### src/rtl/rotary_ctrl_pkg.sv
// Shared types for the rotary parameter controller:
// press FSM state encoding and a constant clog2 helper.
package rotary_ctrl_pkg;

    typedef enum logic [1:0] {
        ST_IDLE   = 2'd0,
        ST_TIMING = 2'd1,
        ST_HELD   = 2'd2
    } press_state_e;

    function automatic int clog2(input int n);
        int r;
        r = 0;
        for (int i = 0; i < 31; i++) begin
            if ((1 << i) < n) r = i + 1;
        end
        return r;
    endfunction

endpackage

### src/rtl/rotary_param_ctrl_if.sv
// Encoder-side inputs and parameter-side outputs of the controller.
// master drives the encoder events; slave is the controller itself.
interface rotary_param_ctrl_if #(
    parameter int NUM_PARAMS = 4,
    parameter int W          = 15
);
    localparam int IW = rotary_ctrl_pkg::clog2(NUM_PARAMS);

    logic                  rot_event;
    logic                  rot_left;
    logic                  rot_press;
    logic                  coarse;
    logic [IW-1:0]         sel_idx;
    logic [W-1:0]          sel_value;
    logic [NUM_PARAMS*W-1:0] param_bus;
    logic                  upd_pulse;
    logic [IW-1:0]         upd_idx;

    modport master (
        output rot_event, rot_left, rot_press, coarse,
        input  sel_idx, sel_value, param_bus, upd_pulse, upd_idx
    );

    modport slave (
        input  rot_event, rot_left, rot_press, coarse,
        output sel_idx, sel_value, param_bus, upd_pulse, upd_idx
    );
endinterface

### src/rtl/rotary_param_ctrl_press_classifier.sv
// Push-switch classifier: turns the press level into a short-press
// pulse on release or a single long-press pulse after LONG_TICKS.
module press_classifier
    import rotary_ctrl_pkg::*;
#(
    parameter int LONG_TICKS = 5000000
) (
    input  logic clk,
    input  logic rst_n,
    input  logic rot_press,
    output logic short_pulse,
    output logic long_pulse,
    output logic idle
);
    localparam int TW = clog2(LONG_TICKS) + 1;
    localparam logic [TW-1:0] LAST_TICK = TW'(LONG_TICKS - 1);

    press_state_e  state_q, state_d;
    logic [TW-1:0] timer_q, timer_d;

    // Next state, timer and one-cycle classification pulses
    always_comb begin
        state_d     = state_q;
        timer_d     = timer_q;
        short_pulse = 1'b0;
        long_pulse  = 1'b0;
        case (state_q)
            ST_IDLE: begin
                if (rot_press) begin
                    state_d = ST_TIMING;
                    timer_d = '0;
                end
            end
            ST_TIMING: begin
                if (!rot_press) begin
                    short_pulse = 1'b1;
                    state_d     = ST_IDLE;
                end else if (timer_q == LAST_TICK) begin
                    long_pulse = 1'b1;
                    state_d    = ST_HELD;
                end else begin
                    timer_d = timer_q + 1'b1;
                end
            end
            ST_HELD: begin
                if (!rot_press) state_d = ST_IDLE;
            end
            default: state_d = ST_IDLE;
        endcase
    end

    // State and timer registers
    always_ff @(posedge clk or negedge rst_n) begin
        if (!rst_n) begin
            state_q <= ST_IDLE;
            timer_q <= '0;
        end else begin
            state_q <= state_d;
            timer_q <= timer_d;
        end
    end

    assign idle = (state_q == ST_IDLE);

endmodule

### src/rtl/rotary_param_ctrl.sv
// One rotary encoder shared across NUM_PARAMS parameter registers.
// Define ROTCTRL_WRAP_EN to wrap at the bounds instead of saturating.
module rotary_param_ctrl
    import rotary_ctrl_pkg::*;
#(
    parameter int NUM_PARAMS   = 4,
    parameter int W            = 15,
    parameter int MAX_VALUE    = 16383,
    parameter int DEFAULT_VAL  = 8192,
    parameter int COARSE_SHIFT = 5,
    parameter int LONG_TICKS   = 5000000
) (
    input  logic clk,
    input  logic rst_n,
    rotary_param_ctrl_if.slave bus
);
    localparam int IW = clog2(NUM_PARAMS);
    localparam logic [W:0]    MAX_EXT  = (W+1)'(MAX_VALUE);
    localparam logic [W-1:0]  DEF      = W'(DEFAULT_VAL);
    localparam logic [IW-1:0] LAST_SEL = IW'(NUM_PARAMS - 1);

    logic short_pulse;
    logic long_pulse;
    logic fsm_idle;

    press_classifier #(
        .LONG_TICKS (LONG_TICKS)
    ) u_press (
        .clk         (clk),
        .rst_n       (rst_n),
        .rot_press   (bus.rot_press),
        .short_pulse (short_pulse),
        .long_pulse  (long_pulse),
        .idle        (fsm_idle)
    );

    logic [W-1:0]  params_q [NUM_PARAMS];
    logic [W-1:0]  params_d [NUM_PARAMS];
    logic [IW-1:0] sel_q, sel_d;
    logic [IW-1:0] upd_idx_q, upd_idx_d;
    logic          upd_pulse_q, upd_pulse_d;
    logic [W:0]    step;
    logic [W:0]    cur;
    logic [W:0]    nxt;

    // Stepped value of the selected register, one bit wider than W
    always_comb begin
        step = bus.coarse ? ((W+1)'(1) << COARSE_SHIFT) : (W+1)'(1);
        cur  = {1'b0, params_q[sel_q]};
        nxt  = cur;
`ifdef ROTCTRL_WRAP_EN
        if (bus.rot_left) begin
            if (cur == '0)       nxt = MAX_EXT;
            else if (cur < step) nxt = '0;
            else                 nxt = cur - step;
        end else begin
            if (cur == MAX_EXT)            nxt = '0;
            else if (cur + step > MAX_EXT) nxt = MAX_EXT;
            else                           nxt = cur + step;
        end
`else
        if (bus.rot_left) begin
            if (cur < step) nxt = '0;
            else            nxt = cur - step;
        end else begin
            if (cur + step > MAX_EXT) nxt = MAX_EXT;
            else                      nxt = cur + step;
        end
`endif
    end

    // Register-file writes, selection advance and update strobe
    always_comb begin
        params_d    = params_q;
        sel_d       = sel_q;
        upd_pulse_d = 1'b0;
        upd_idx_d   = upd_idx_q;
        if (long_pulse) begin
            params_d[sel_q] = DEF;
            upd_pulse_d     = 1'b1;
            upd_idx_d       = sel_q;
        end else if (bus.rot_event && fsm_idle && (nxt != cur)) begin
            params_d[sel_q] = nxt[W-1:0];
            upd_pulse_d     = 1'b1;
            upd_idx_d       = sel_q;
        end
        if (short_pulse) begin
            sel_d = (sel_q == LAST_SEL) ? '0 : sel_q + 1'b1;
        end
    end

    // State registers
    always_ff @(posedge clk or negedge rst_n) begin
        if (!rst_n) begin
            for (int i = 0; i < NUM_PARAMS; i++) params_q[i] <= DEF;
            sel_q       <= '0;
            upd_idx_q   <= '0;
            upd_pulse_q <= 1'b0;
        end else begin
            params_q    <= params_d;
            sel_q       <= sel_d;
            upd_idx_q   <= upd_idx_d;
            upd_pulse_q <= upd_pulse_d;
        end
    end

    assign bus.sel_idx   = sel_q;
    assign bus.sel_value = params_q[sel_q];
    assign bus.upd_pulse = upd_pulse_q;
    assign bus.upd_idx   = upd_idx_q;

    for (genvar g = 0; g < NUM_PARAMS; g++) begin : g_bus
        assign bus.param_bus[g*W +: W] = params_q[g];
    end

endmodule

### src/flat_wrapper.sv
// flat-port wrapper written by rule: the top's interface ports become plain ports
module rotary_param_ctrl_flat import rotary_ctrl_pkg::*;
#(
    parameter int NUM_PARAMS   = 4,
    parameter int W            = 15,
    parameter int MAX_VALUE    = 16383,
    parameter int DEFAULT_VAL  = 8192,
    parameter int COARSE_SHIFT = 5,
    parameter int LONG_TICKS   = 5000000
)
  (clk, rst_n, bus_rot_event, bus_rot_left, bus_rot_press, bus_coarse, bus_sel_idx, bus_sel_value, bus_param_bus, bus_upd_pulse, bus_upd_idx);
  rotary_param_ctrl_if #(.NUM_PARAMS(NUM_PARAMS), .W(W)) bus_i ();
  input  logic clk;
  input  logic rst_n;
  input wire logic [$bits(bus_i.rot_event)-1:0] bus_rot_event;
  input wire logic [$bits(bus_i.rot_left)-1:0] bus_rot_left;
  input wire logic [$bits(bus_i.rot_press)-1:0] bus_rot_press;
  input wire logic [$bits(bus_i.coarse)-1:0] bus_coarse;
  output wire logic [$bits(bus_i.sel_idx)-1:0] bus_sel_idx;
  output wire logic [$bits(bus_i.sel_value)-1:0] bus_sel_value;
  output wire logic [$bits(bus_i.param_bus)-1:0] bus_param_bus;
  output wire logic [$bits(bus_i.upd_pulse)-1:0] bus_upd_pulse;
  output wire logic [$bits(bus_i.upd_idx)-1:0] bus_upd_idx;
  assign bus_i.rot_event = bus_rot_event;
  assign bus_i.rot_left = bus_rot_left;
  assign bus_i.rot_press = bus_rot_press;
  assign bus_i.coarse = bus_coarse;
  assign bus_sel_idx = bus_i.sel_idx;
  assign bus_sel_value = bus_i.sel_value;
  assign bus_param_bus = bus_i.param_bus;
  assign bus_upd_pulse = bus_i.upd_pulse;
  assign bus_upd_idx = bus_i.upd_idx;
  rotary_param_ctrl #(.NUM_PARAMS(NUM_PARAMS), .W(W), .MAX_VALUE(MAX_VALUE), .DEFAULT_VAL(DEFAULT_VAL), .COARSE_SHIFT(COARSE_SHIFT), .LONG_TICKS(LONG_TICKS)) u_core (.clk(clk), .rst_n(rst_n), .bus(bus_i));
endmodule
### config.mk
export PLATFORM = sky130hd
export DESIGN_NAME = rotary_param_ctrl_flat
export DESIGN_NICKNAME = d
export VERILOG_FILES = /design/src/rtl/rotary_ctrl_pkg.sv /design/src/rtl/rotary_param_ctrl_if.sv /design/src/rtl/rotary_param_ctrl_press_classifier.sv /design/src/rtl/rotary_param_ctrl.sv /design/src/flat_wrapper.sv
export SDC_FILE = /design/constraint.sdc
export NUM_CORES = 1
export LEC_CHECK = 0
export CAP_MARGIN = 20
export CORE_AREA = 2 2 99 101
export DETAILED_ROUTE_END_ITERATION = 10
export DIE_AREA = 0 0 101 103
export DONT_BUFFER_PORTS = 1
export PLACE_DENSITY = 0.77
export SLEW_MARGIN = 20
export SYNTH_ARGS = -nofsm -noshare
export SYNTH_HDL_FRONTEND = slang
export SYNTH_SLANG_ARGS = --single-unit
### constraint.sdc
create_clock -name clk -period 4.86 [get_ports clk]
set_input_delay 0.243 -clock clk [delete_from_list [all_inputs] [get_ports clk]]
set_output_delay 0.243 -clock clk [all_outputs]
set_load 0.05 [all_outputs]
# Word-level counts from Yosys, hierarchy flattened
# Cells that the tools add are included.
[totals]
reg_bits = 91
elab_cells = 70
input_bits = 6
[op_classes]
reduce_logical = 8
n_lt_le_gt_ge = 4
n_eq_ne = 10
n_bitwise = 4
addsub = 4
n_mux = 31
[op_table]
columns = ["op", "count"]
rows = [
  ["$mux W60", 2],
  ["$mux W24", 3],
  ["$bwmux W60", 1],
  ["$and A56 B56 Y56", 1],
  ["$not A56 Y56", 1],
  ["$mux W16", 3],
  ["$pmux W24 S2", 1],
  ["$mux W15", 3],
  ["$bmux W15 S2", 1],
  ["$demux W15 S2", 1],
  ["$add A24 B1 Y24 const B", 1],
  ["$eq A24 B23 Y1 const B", 1],
  ["$add A15 B16 Y16", 1],
  ["$gt A16 B14 Y1 const B", 1],
  ["$lt A15 B16 Y1", 1],
  ["$ne A16 B15 Y1", 1],
  ["$sub A15 B16 Y16", 1],
  ["$mux W2", 7],
  ["$ne A2 B2 Y1 const B", 4],
  ["$mux W1", 7],
  ["$mux W6", 1],
  ["$pmux W2 S3", 1],
  ["$eq A2 B2 Y1 const B", 2],
  ["$or A4 B4 Y4", 1],
  ["other kinds (11)", 14],
]

# Depth between registers and ports, before layout
[depth]
word_depth = 12
ltp_mapped = 20
mapped_depth_nobuf = 15

# Hierarchy
# Synthesis repeated with hierarchy kept, for this count alone.
[hier_totals]
cells_unflattened = 611
hier_area_um2 = 5964.5
[modules_own_cells]
columns = ["mod", "area_each_um2", "n_inst", "cells_per_inst", "seq_area_each_um2"]
rows = [
  ["rotary_param_ctrl", 4414.2, 1, 429, 1631.6],
  ["press_classifier", 1550.2, 1, 182, 650.6],
]

# Worst setup path before layout
# OpenSTA, ideal clock, no wires.
[synth_timing]
kind = "flip-flop to flip-flop"
startpoint = "reg u_core.sel_q[0], in the netlist u_core.bus.sel_idx[0]"
endpoint = "reg u_core.params_q, in the netlist u_core.bus.param_bus[8]"
t_arrival_ps = 4983
path_stages_with_launch = 18
setup_slack_ps = -190
path_buffers = 5
setup_ps = 67
cell_sequence = "dfrtp_1 buf_6 buf_8 buf_4 mux4_2 ha_1 nor2b_1 a41oi_4 nor4b_4 mux2i_1 o21ai_0 a32oi_1 a211oi_2 a31oi_2 buf_6 buf_6 o311a_1 a22o_1"
[synth_via]
elab_chain_len = 11
elab_cells_between_ends = 24
[synth_lines]
columns = ["element", "line", "source"]
rows = [
  ["start, declared", "rotary_param_ctrl.sv:39", "logic [IW-1:0] sel_q, sel_d;"],
  ["start signal, assigned", "rotary_param_ctrl.sv:101", "sel_q <= sel_d;"],
  ["$not A2 Y3 *", "n/a", ""],
  ["$bmux W15 S2 *", "n/a", ""],
  ["$mux W15 * (2 in a row)", "n/a", ""],
  ["via bus_sel_value[5]", "flat_wrapper.sv:20", "output wire logic [$bits(bus_i.sel_value)-1:0] bus_sel_value;"],
  ["$add A15 B16 Y16", "rotary_param_ctrl.sv:66, rotary_param_ctrl.sv:67", ""],
  ["$gt A16 B14 Y1", "rotary_param_ctrl.sv:66", "if (cur + step > MAX_EXT) nxt = MAX_EXT;"],
  ["$mux W16", "rotary_param_ctrl.sv:66", ""],
  ["$mux W16", "rotary_param_ctrl.sv:62", "if (bus.rot_left) begin"],
  ["$ne A16 B15 Y1 / $bwmux W60 (equally long branches)", "rotary_param_ctrl.sv:82, rotary_param_ctrl.sv:83", ""],
  ["$logic_and A1 B1 Y1 / $mux W60 (equally long branches)", "rotary_param_ctrl.sv:82", "end else if (bus.rot_event && fsm_idle && (nxt != cur)) begin"],
  ["$reduce_bool A2 Y1 (no line) / $mux W60 (equally long branches)", "n/a", ""],
  ["end signal, assigned", "rotary_param_ctrl.sv:100", "params_q <= params_d;"],
  ["end, declared", "rotary_param_ctrl.sv:37", "logic [W-1:0] params_q [NUM_PARAMS];"],
]
# Mark *: on every way through the listed nets, which the timed path passes. The rest lies on a longest branch. The select of a mux whose other input is x is not followed.
# A chain may end at the register's enable or synchronous reset.

# Worst setup path after layout
[layout_timing]
startpoint = "reg u_core.sel_q[0], in the netlist u_core.bus.sel_idx[0]"
endpoint = "reg u_core.params_q, in the netlist u_core.bus.param_bus[44]"
[layout_via]
elab_chain_len = 11
elab_cells_between_ends = 24
[layout_lines]
columns = ["element", "line", "source"]
rows = [
  ["$not A2 Y3 (implied by the code) *", "rotary_param_ctrl.sv:49, rotary_param_ctrl.sv:79, rotary_param_ctrl.sv:83", ""],
  ["$bmux W15 S2", "rotary_param_ctrl.sv:49", "cur = {1'b0, params_q[sel_q]};"],
  ["$mux W15 (implied by the code) (2 in a row)", "rotary_param_ctrl.sv:49", ""],
  ["$add A15 B16 Y16", "rotary_param_ctrl.sv:66, rotary_param_ctrl.sv:67", ""],
  ["$gt A16 B14 Y1", "rotary_param_ctrl.sv:66", ""],
  ["$mux W16", "rotary_param_ctrl.sv:66", ""],
  ["$mux W16", "rotary_param_ctrl.sv:62", ""],
  ["$ne A16 B15 Y1 / $bwmux W60 (equally long branches)", "rotary_param_ctrl.sv:82, rotary_param_ctrl.sv:83", ""],
  ["$logic_and A1 B1 Y1 / $mux W60 (equally long branches)", "rotary_param_ctrl.sv:82", ""],
  ["$reduce_bool A2 Y1 (no line) / $mux W60 (equally long branches)", "n/a", ""],
]
# Mark *: on every way between the ends. The rest lies on a longest branch, timed or not. The select of a mux whose other input is x is not followed.

==> metrics.yaml <==
global_routing:
  grt_use_met3: 0.0915
  top_usage_layer: "met2"
  grt_use_met2: 0.524
  antenna_found_initial: 0
  grt-ovfl-total: 0
  grt_pass1_vias: 4706
  grt_max_degree: 92
  gr-usage-met1: 0.439
  grt_pass1_wl_um: 26100
  grt_usage: 0.328
finish:
  multiInputGateArea_um2: 3190
  fill_cells: 754
  regArea_um2: 2280
  drive_gt1_frac: 0.216
  nets: 615
  diodes: 0
  syn2layout_area_growth_pct: 12.0
critical_path:
  arrival_ns: 5.00
  cp-start-kind: "register"
  cp_max_fo: 17
  crit_required_ns: 5.16
  critPathKind: "register to register"
  crit_path_end_kind: "register"
detailed_routing:
  vias: 4960
  wl_per_cell_um: 23.6
  firstDrtPassIters: 7
  via_per_inst: 6.92
  drt_iter0_drc: 468
  postRouteAntennaNets: 0
  drc: 0
  routed_wirelength_um: 16900
logic_synthesis:
  synth_ff_type: "dfrtp_1"
  syn_avg_cell_area_um2: 10.2
  syn_inst: 562
  synth_top_area_share: 0.380
  synth_seq_area_share: 0.398
  synth_top_area_cell: "dfrtp_1"
  synthArstFlopShare: 1.00
  synth_area_um2: 5730
  synth.area.top_cells: "dfrtp_1 (38%), a22o_1 (6.1%), mux4_2 (5.1%), a32o_1 (3.7%), nand2_1 (3.2%)"
  synth_warnings: 0
  synth_edf_count: 0
  ys_seq_elements: 91
  synth_nets: 579
  ys_types: 78
timing:
  setup_viol: 0
  slew_headroom: 0.437
  min_period_over_period: 0.967
  rsz0062_at_grt: "false"
  period_needed_ns: 4.70
  drv_slew: 0
  setup_tns_ns: 0
  worstMarginPinSlew_ns: 0.845
  clock_skew_ns: 0.0144
  fmax_mhz: 213
  hold_violations: 0
worst_hold_path:
  min_path_type: "input pin to register"
cts:
  htree_levels: 3
  cts.clk_slew.worst_paths_ns: 0.09
  clock-root-buffer: "clkbuf_8"
  clk_latency_ns: 0.36
  cts_tree: "done"
  clock_sinks: 91
  clockBufferDepth: 2
  cts_made_buffers: 9
status:
  status: "finished clean"
die:
  die_h_um: 103
  core_area_um2: 9460
  rows: 36
  ioPinCount: 86
  fp.dieW_um: 101
  dieArea_um2: 10400
  start_util: 0.606
place:
  portBuffers: 0
  gp_congestion: 0.976
  dp_hpwl_um: 12000
run:
  cap_viol_max_count: 0
==> final cells by class <==
type | count | area share
multi-input cells | 413 | 0.497
clock inverters | 4 | 0.0115
clock buffers | 12 | 0.0211
well taps | 114 | 0.0222
repair buffers | 62 | 0.0800
flip-flops and latches | 91 | 0.356
inverters | 21 | 0.0123
==> worst paths after layout <==
check                      depth (start not counted)                       from                         to  slack (ns)
max                                               14      u_core.bus.sel_idx[0]   u_core.bus.param_bus[44]        0.16
min                                                1              bus_rot_press  u_core.u_press.state_q[1]        0.03
max reg2reg                                       14      u_core.bus.sel_idx[0]   u_core.bus.param_bus[44]        0.16
min reg2reg                                        2  u_core.u_press.timer_q[0]  u_core.u_press.timer_q[0]        0.57
max in group asynchronous                          2                      rst_n   u_core.bus.param_bus[43]        4.03
min in group asynchronous                          2                      rst_n   u_core.bus.param_bus[48]        0.47
==> metrics by stage <==
stage | std cells | cell area, µm² | hold WS [ns] | setup WS (ns) | util
final | 717 | 6410 | 0.0271 | 0.161 | 0.678
after global routing | 717 | 6410 | 0.0231 | 0.00153 | 0.678
after CTS | 713 | 6330 | 0.0231 | 0.0488 | 0.669
after detailed placement | 695 | 6090 | -0.0501 | 0.0831 | 0.643
after global placement | 695 | 6090 | -0.0493 | 0.199 | 0.643
after floorplan | 562 | 5730 | -0.0526 | 0.00269 | -
==> cells in the mapped netlist (3+ instances only) <==
cell type and n:
a21boi_0 3, a21oi_1 11, a22o_1 40, a22oi_1 4, a31oi_1 5, a32o_1 21, a32oi_1 5, and2_1 11
and3_1 3, buf_1 4, buf_2 5, buf_6 10, clkbuf_1 16, dfrtp_1 87, dfstp_2 4, ha_1 11
inv_1 19, mux2_2 5, mux2i_1 8, mux4_2 13, nand2_1 49, nand2b_1 5, nand3_1 12, nand4_1 9
nor2_1 37, nor2b_1 5, nor3_1 19, nor4_1 4, nor4b_1 3, o21ai_0 29, o21ai_4 3, o22ai_1 3
o311a_1 3, or2_2 5, or3_1 9, xnor2_1 18, xor2_1 13
==> routing by layer <==
metal | routed length (µm) | share of wire | vias up
met2 | 8200 | 0.48 | 288
li1 | - | - | 2183
met1 | 6480 | 0.38 | 2449
met5 | 0 | 0 | -
met3 | 1850 | 0.11 | 40
met4 | 404 | 0.024 | 0
==> flip-flops by register name (all words and copies together), names as in the netlist <==
register / count
u_core.bus.param_bus: 60
u_core.u_press.timer_q: 24
u_core.bus.sel_idx: 2
u_core.bus.upd_idx: 2
u_core.u_press.state_q: 2
u_core.bus.upd_pulse: 1
==> what timing repair did <==
item                                   in CTS  in global routing
endpoints found under the hold margin      91                  0
buffers inserted                            0                  2
resized for setup                           0                  6
setup endpoints to repair                   0                 62
hold buffers                                2                  0
==> cells by family after synthesis <==
family	after synthesis	share of synthesized area
fa+ha+maj	11	0.0240
flops	91	0.398
simple gates	185	0.170
xor+xnor	31	0.0474
mux	27	0.0789
buf+inv	60	0.0570
compound gates	157	0.224
==> layout by cell type, fill, tap and decap left out, types with 3 or more instances in the layout <==
cell      netlist  routed
mux2i_1         8       5
nor3_1         19      19
nand4_1         9       9
a32oi_1         5       5
buf_4           2      58
mux4_2         13      13
or3_1           9       9
o22ai_1         3       3
clkbuf_1       16       3
nand3_1        12      12
inv_1          19      19
xnor2_1        18      18
nand2_1        49      49
o21ai_4         3       3
or2_2           5       5
a22oi_1         4       4
o311a_1         3       3
a22o_1         40      40
a21boi_0        3       3
ha_1           11      11
nor4_1          4       4
xor2_1         13      13
nor2_1         37      37
nand2b_1        5       5
nor2b_1         5       5
o21ai_0        29      29
dfstp_2         4       4
nor4b_1         3       3
and3_1          3       3
a31oi_1         5       5
a32o_1         21      21
dfrtp_1        87      85
clkbuf_8        0       9
and2_1         11      11
a21oi_1        11      11
mux2_2          5       5
==> worst max-delay path, cell delays in order (launching register included) <==
cell and delay, ns:
dfrtp_2 0.41, buf_12 0.19, mux4_2 0.54, ha_1 0.35, nor2b_1 0.20, a41oi_4 0.18
nor4b_4 0.44, buf_4 0.21, mux2i_1 0.30, a32o_1 0.35, xor2_1 0.10, nor2_1 0.35
a31oi_4 0.24, o21ai_4 0.53, a22o_1 0.23
Power is left out: the tool's default activity adds up to more than one toggle a clock period on the data nets, which glitch-free logic cannot reach.
